==> src/rtl/l1_conv_out_reader.sv <==
`default_nettype none
// ============================================================================
// Module   : l1_conv_out_reader
// Brief    : Streams one L1 convolution feature map out of the local output
//            RAM through a 2-entry skid FIFO with a valid/ready handshake.
// Revision : 1.0 - initial release
// ============================================================================
module l1_conv_out_reader #(
    parameter int DEPTH  = 25,
    parameter int ADDR_W = 5,
    parameter int DATA_W = 8
) (
    input  logic              clk,
    input  logic              rst,
    input  logic              ConvReady_i,
    output logic [ADDR_W-1:0] RamRdAddr_o,
    output logic              RamRe_o,
    input  logic [DATA_W-1:0] RamRdData_i,
    output logic              DataValid_o,
    output logic [DATA_W-1:0] Data_o,
    output logic              Last_o,
    input  logic              DataReady_i,
    output logic              Busy_o,
    output logic              Done_o
);

    typedef enum logic [1:0] {
        S_IDLE     = 2'd0,
        S_READ     = 2'd1,
        S_DRAIN    = 2'd2,
        S_WAIT_REL = 2'd3
    } state_t;

    localparam logic [ADDR_W-1:0] C_LAST_ADDR = ADDR_W'(DEPTH - 1);

    state_t                    state_q, state_d;
    logic [ADDR_W-1:0]         idx_q, idx_d;
    logic [ADDR_W-1:0]         addr_q, addr_d;
    logic                      vld_q, vld_d;
    logic                      vld_last_q, vld_last_d;
    logic                      done_q, done_d;
    logic [1:0][DATA_W-1:0]    mem_q, mem_d;
    logic [1:0]                last_q, last_d;
    logic                      rd_ptr_q, rd_ptr_d;
    logic                      wr_ptr_q, wr_ptr_d;
    logic [1:0]                cnt_q, cnt_d;

    logic                      w_pop;
    logic                      w_push;
    logic                      w_issue;
    logic [2:0]                w_occ;

    always_comb begin
        w_pop   = (cnt_q != 2'd0) && DataReady_i;
        w_push  = vld_q;
        // Entries committed after this edge: buffered plus the word now on
        // the RAM bus, minus what leaves; a new read claims the next slot.
        w_occ   = {1'b0, cnt_q} + {2'b00, vld_q} - {2'b00, w_pop};
        w_issue = (state_q == S_READ) && (w_occ < 3'd2);

        state_d    = state_q;
        idx_d      = idx_q;
        addr_d     = addr_q;
        vld_d      = w_issue;
        vld_last_d = w_issue && (idx_q == C_LAST_ADDR);
        done_d     = 1'b0;
        mem_d      = mem_q;
        last_d     = last_q;
        rd_ptr_d   = rd_ptr_q;
        wr_ptr_d   = wr_ptr_q;
        cnt_d      = cnt_q + {1'b0, w_push} - {1'b0, w_pop};

        if (w_issue) begin
            addr_d = idx_q;
            if (idx_q != C_LAST_ADDR) begin
                idx_d = idx_q + 1'b1;
            end
        end

        case (state_q)
            S_IDLE: begin
                if (ConvReady_i) begin
                    state_d = S_READ;
                    idx_d   = '0;
                end
            end
            S_READ: begin
                if (w_issue && (idx_q == C_LAST_ADDR)) begin
                    state_d = S_DRAIN;
                end
            end
            S_DRAIN: begin
                if (w_pop && last_q[rd_ptr_q]) begin
                    state_d = S_WAIT_REL;
                    done_d  = 1'b1;
                end
            end
            S_WAIT_REL: begin
                if (!ConvReady_i) begin
                    state_d = S_IDLE;
                end
            end
            default: state_d = S_IDLE;
        endcase

        if (w_push) begin
            mem_d[wr_ptr_q]  = RamRdData_i;
            last_d[wr_ptr_q] = vld_last_q;
            wr_ptr_d         = ~wr_ptr_q;
        end
        if (w_pop) begin
            rd_ptr_d = ~rd_ptr_q;
        end
    end

    always_ff @(posedge clk) begin
        if (rst) begin
            state_q    <= S_IDLE;
            idx_q      <= '0;
            addr_q     <= '0;
            vld_q      <= 1'b0;
            vld_last_q <= 1'b0;
            done_q     <= 1'b0;
            mem_q      <= '0;
            last_q     <= '0;
            rd_ptr_q   <= 1'b0;
            wr_ptr_q   <= 1'b0;
            cnt_q      <= 2'd0;
        end else begin
            state_q    <= state_d;
            idx_q      <= idx_d;
            addr_q     <= addr_d;
            vld_q      <= vld_d;
            vld_last_q <= vld_last_d;
            done_q     <= done_d;
            mem_q      <= mem_d;
            last_q     <= last_d;
            rd_ptr_q   <= rd_ptr_d;
            wr_ptr_q   <= wr_ptr_d;
            cnt_q      <= cnt_d;
        end
    end

    assign RamRe_o     = w_issue;
    assign RamRdAddr_o = w_issue ? idx_q : addr_q;
    assign DataValid_o = (cnt_q != 2'd0);
    assign Data_o      = DataValid_o ? mem_q[rd_ptr_q] : '0;
    assign Last_o      = DataValid_o && last_q[rd_ptr_q];
    assign Busy_o      = (state_q == S_READ) || (state_q == S_DRAIN);
    assign Done_o      = done_q;

endmodule
`default_nettype wire
==> config.mk <==
export PLATFORM = sky130hd
export DESIGN_NAME = l1_conv_out_reader
export DESIGN_NICKNAME = d
export VERILOG_FILES = /design/src/rtl/l1_conv_out_reader.sv
export SDC_FILE = /design/constraint.sdc
export NUM_CORES = 1
export LEC_CHECK = 0
export CAP_MARGIN = 25
export CORE_MARGIN = 4
export CORE_UTILIZATION = 51
export CTS_CLUSTER_DIAMETER = 120
export CTS_CLUSTER_SIZE = 16
export DETAILED_ROUTE_END_ITERATION = 12
export HOLD_SLACK_MARGIN = 0.02
export PLACE_DENSITY_LB_ADDON = 0.1
export REMOVE_ABC_BUFFERS = 1
export SLEW_MARGIN = 40
export SYNTH_ARGS = -nofsm -noshare
export SYNTH_HDL_FRONTEND = slang
export SYNTH_SLANG_ARGS = --single-unit
export TNS_END_PERCENT = 50
==> constraint.sdc <==
create_clock -name clk -period 3.69 [get_ports clk]
set_input_delay 0.738 -clock clk [delete_from_list [all_inputs] [get_ports clk]]
set_output_delay 0.738 -clock clk [all_outputs]
set_load 0.03 [all_outputs]
==> run metrics <==
final instance area=2320 um^2; CTS H-tree depth=2; initial antenna violation count=0; width of the die=65.4 um; Min Clock Period, post-route=3.61 ns; fin crit share=97.9%; reg-to-reg critical path startpoint=cnt_q[0]$_SDFF_PP0_; DR pass1 iterations=4; Ports=30; post-synthesis register bit count=37; placed inst area=2040 um^2; DP Cell Count=265; met2 Resource Use GR=37.3%; crit path kind=in -> reg; global routing usage on met3=7.01%; clock sink count=37; Synth area leader=dfxtp_1; clock slew at reported path FFs=0.09 ns; DR iter-0 viols=90; non-filler cells, final=294; hold depth=2; Total Nets Final=271; FFs w/ async S/R, synth=0%; fillers=246; DRC Markers=0; via count=1546; die area=4270 um^2; most common cell in the netlist=dfxtp_1; Post-synth EDFFs=0; sequential share of the synthesized area=44.1%; R2R Path End=state_q[1]$_SDFFE_PP0P_; largest net degree at the start of global routing=15; top-area cell type share of the netlist area=44.1%; final setup fails=0; Slew Viols, Final=0; max_cap viols=0; Via density=5.26; Clock Path Buffers=2; Netlist Area Pre-Place=1680 um^2; Port Buf Inserts=29; Routed Antenna Nets=0; Hold Vio Cnt, Final=0; FF-to-FF path depth=23; leakage=0.887 nW; top cells by count, synth=37 x dfxtp_1, 35 x nand2_1, 21 x a21oi_1, 15 x nor2_1, 11 x inv_1; clk root buf=clkbuf_4; Max Fanout on Critical Path=2; status=completed; Layout area overhead=38.6%; TritonCTS Buffers=5; PwrDens=738 nW/um^2; Area contributors post-synth=dfxtp_1 44%, nand2_1 7.8%, a21oi_1 6.3%, ha_1 6.0%, mux2i_1 6.0%; Worst setup EP type=flip-flop; FMAX=277 MHz; kind of path behind the tightest hold check=reg -> reg; Core Box Area=3100 um^2; routed len/inst=14.7 um; Post-synth top flop=dfxtp_1; Peak VDD IR=0.440 mV; final core utilization=74.9%; Syn Inst Count=193; Row Count=20; Synth warnings=0; Mapped Avg Cell Area=8.69 um^2; clk_lat worst skew=0.34 ns; critical path required time=3.95 ns; CP arrival=3.88 ns; number of distinct library cells after synthesis=32; worst slew pin tran=0.718 ns; critical path launch point type=input pin; first-pass GRT wire length=7040 um; Worst Clk Skew=0.0166 ns; GPL Wtd Cong=0.733; busiest grt layer=met2; starting density of the core=54.1%; GR Layer Usage met1=25.4%; setup slack, reg-to-reg=0.11 ns; die height=65.4 um; final wirelength=4330 um; CTS tree=yes; grt total ovfl=0; number of global-route vias before repair=1582; Total GRT Usage=21.7%; Slew HR=52.0%; hold path endpoint=mem_q[12]$_SDFFE_PP0P_; layout cells sized above 1=23.6%; placed wire-length estimate=2640 um; HP Start=mem_q[12]$_SDFFE_PP0P_; antenna fix cells=0
-- placed cells by master (no fill, tap or decap), drive strengths merged, types with 2 or more instances in the layout --
master	synthesis	final
dfxtp	37	37
buf	2	36
nand2	35	35
clkdlybuf4s50	0	22
a21oi	21	21
nor2	16	16
inv	11	11
mux2i	10	10
nand3	10	10
ha	8	8
clkbuf	6	7
mux2	6	6
and2	5	5
xnor2	3	3
nor2b	2	2
nand2b	2	2
nand4b	2	2
nor4	2	2
nor3	2	2
nor3b	2	2
o21ai	2	2
xor2	2	2
-- how the worst max path moves through the flow --
stage	startpoint	to	slack, ns	cells past startpoint
after floorplan	DataReady_i	RamRdAddr_o[1]	-0.1	10
after global placement	DataReady_i	RamRdAddr_o[0]	-0.67	12
after detailed placement	DataReady_i	RamRdAddr_o[0]	-0.73	12
after CTS	DataReady_i	RamRdAddr_o[1]	0.03	13
after global routing	cnt_q[0]$_SDFF_PP0_	state_q[1]$_SDFFE_PP0P_	-0.01	23
final	DataReady_i	state_q[1]$_SDFFE_PP0P_	0.08	24
-- flip-flops by register name (all words and copies together), names as in the netlist --
name and count:
wr_ptr_q 1, state_q 2, cnt_q 2, Done_o 1
rd_ptr_q 1, addr_q 5, last_q 2, mem_q 16
vld_last_q 1, vld_q 1, idx_q 5
-- repair_timing --
item                                   in CTS  in global routing
setup endpoints to repair                   6                  7
buffers inserted                           21                  1
pin swaps                                   5                  6
gates resized for setup                    46                  9
endpoints found under the hold margin       0                  0
hold buffers                                0                  0
-- stage by stage --
step                hold slack [ns]  setup slack [ns]  power, mW  setup TNS, ns
finish                        0.462            0.0775       1.71              0
global route                  0.486           -0.0132       1.82        -0.0132
CTS                           0.464            0.0261       1.63              0
detailed placement            0.450            -0.729       1.22          -3.72
global placement              0.435            -0.666       1.19          -3.33
floorplan                     0.426            -0.100      0.959         -0.425
-- worst max-delay path, stage by stage --
cell and delay, ns:
buf_6 0.07, o21ai_4 0.06, buf_6 0.11, buf_4 0.12
buf_4 0.12, buf_4 0.12, buf_4 0.12, buf_4 0.12
buf_4 0.12, buf_4 0.12, buf_4 0.12, buf_4 0.12
buf_4 0.12, buf_4 0.11, buf_4 0.12, buf_4 0.12
buf_4 0.12, buf_4 0.12, buf_4 0.13, buf_4 0.12
buf_4 0.13, or2_4 0.25, a211oi_4 0.27, mux2i_1 0.20
-- power by group --
part	switching (mW)	leakage, nW	internal (mW)	total, mW
combinational	0.486	0.556	0.471	0.956
sequential	0.0791	0.300	0.460	0.539
clock	0.129	0.0314	0.0900	0.219
-- per-layer routing --
metal | part of all wire [%] | vias to the layer above | routed length, um
met5 | 0 | - | 0
met4 | 1.9 | 0 | 83
met3 | 5.5 | 9 | 238
met2 | 51 | 40 | 2190
met1 | 42 | 745 | 1810
li1 | - | 752 | -
-- layout make-up --
class | count | area, um^2 | share of cell area, %
Clock buffer | 7 | 55.1 | 2.37
Inverter | 11 | 41.3 | 1.78
Timing Repair Buffer | 58 | 512 | 22.0
Multi-Input combinational cell | 137 | 920 | 39.6
Tap cell | 44 | 55.1 | 2.37
Sequential cell | 37 | 742 | 31.9
-- cells by family (layout without fill, tap and decap cells) --
logic type	count (synthesis)	count (layout)	share of synthesized area [%]
mux	16	16	9.99
xor+xnor	5	5	3.06
flops	37	37	44.1
simple gates	80	80	22.0
buf+inv	19	76	4.47
compound gates	27	27	9.17
fa+ha+maj	9	9	7.16
Note: power is estimated with default switching activity, not from simulation.
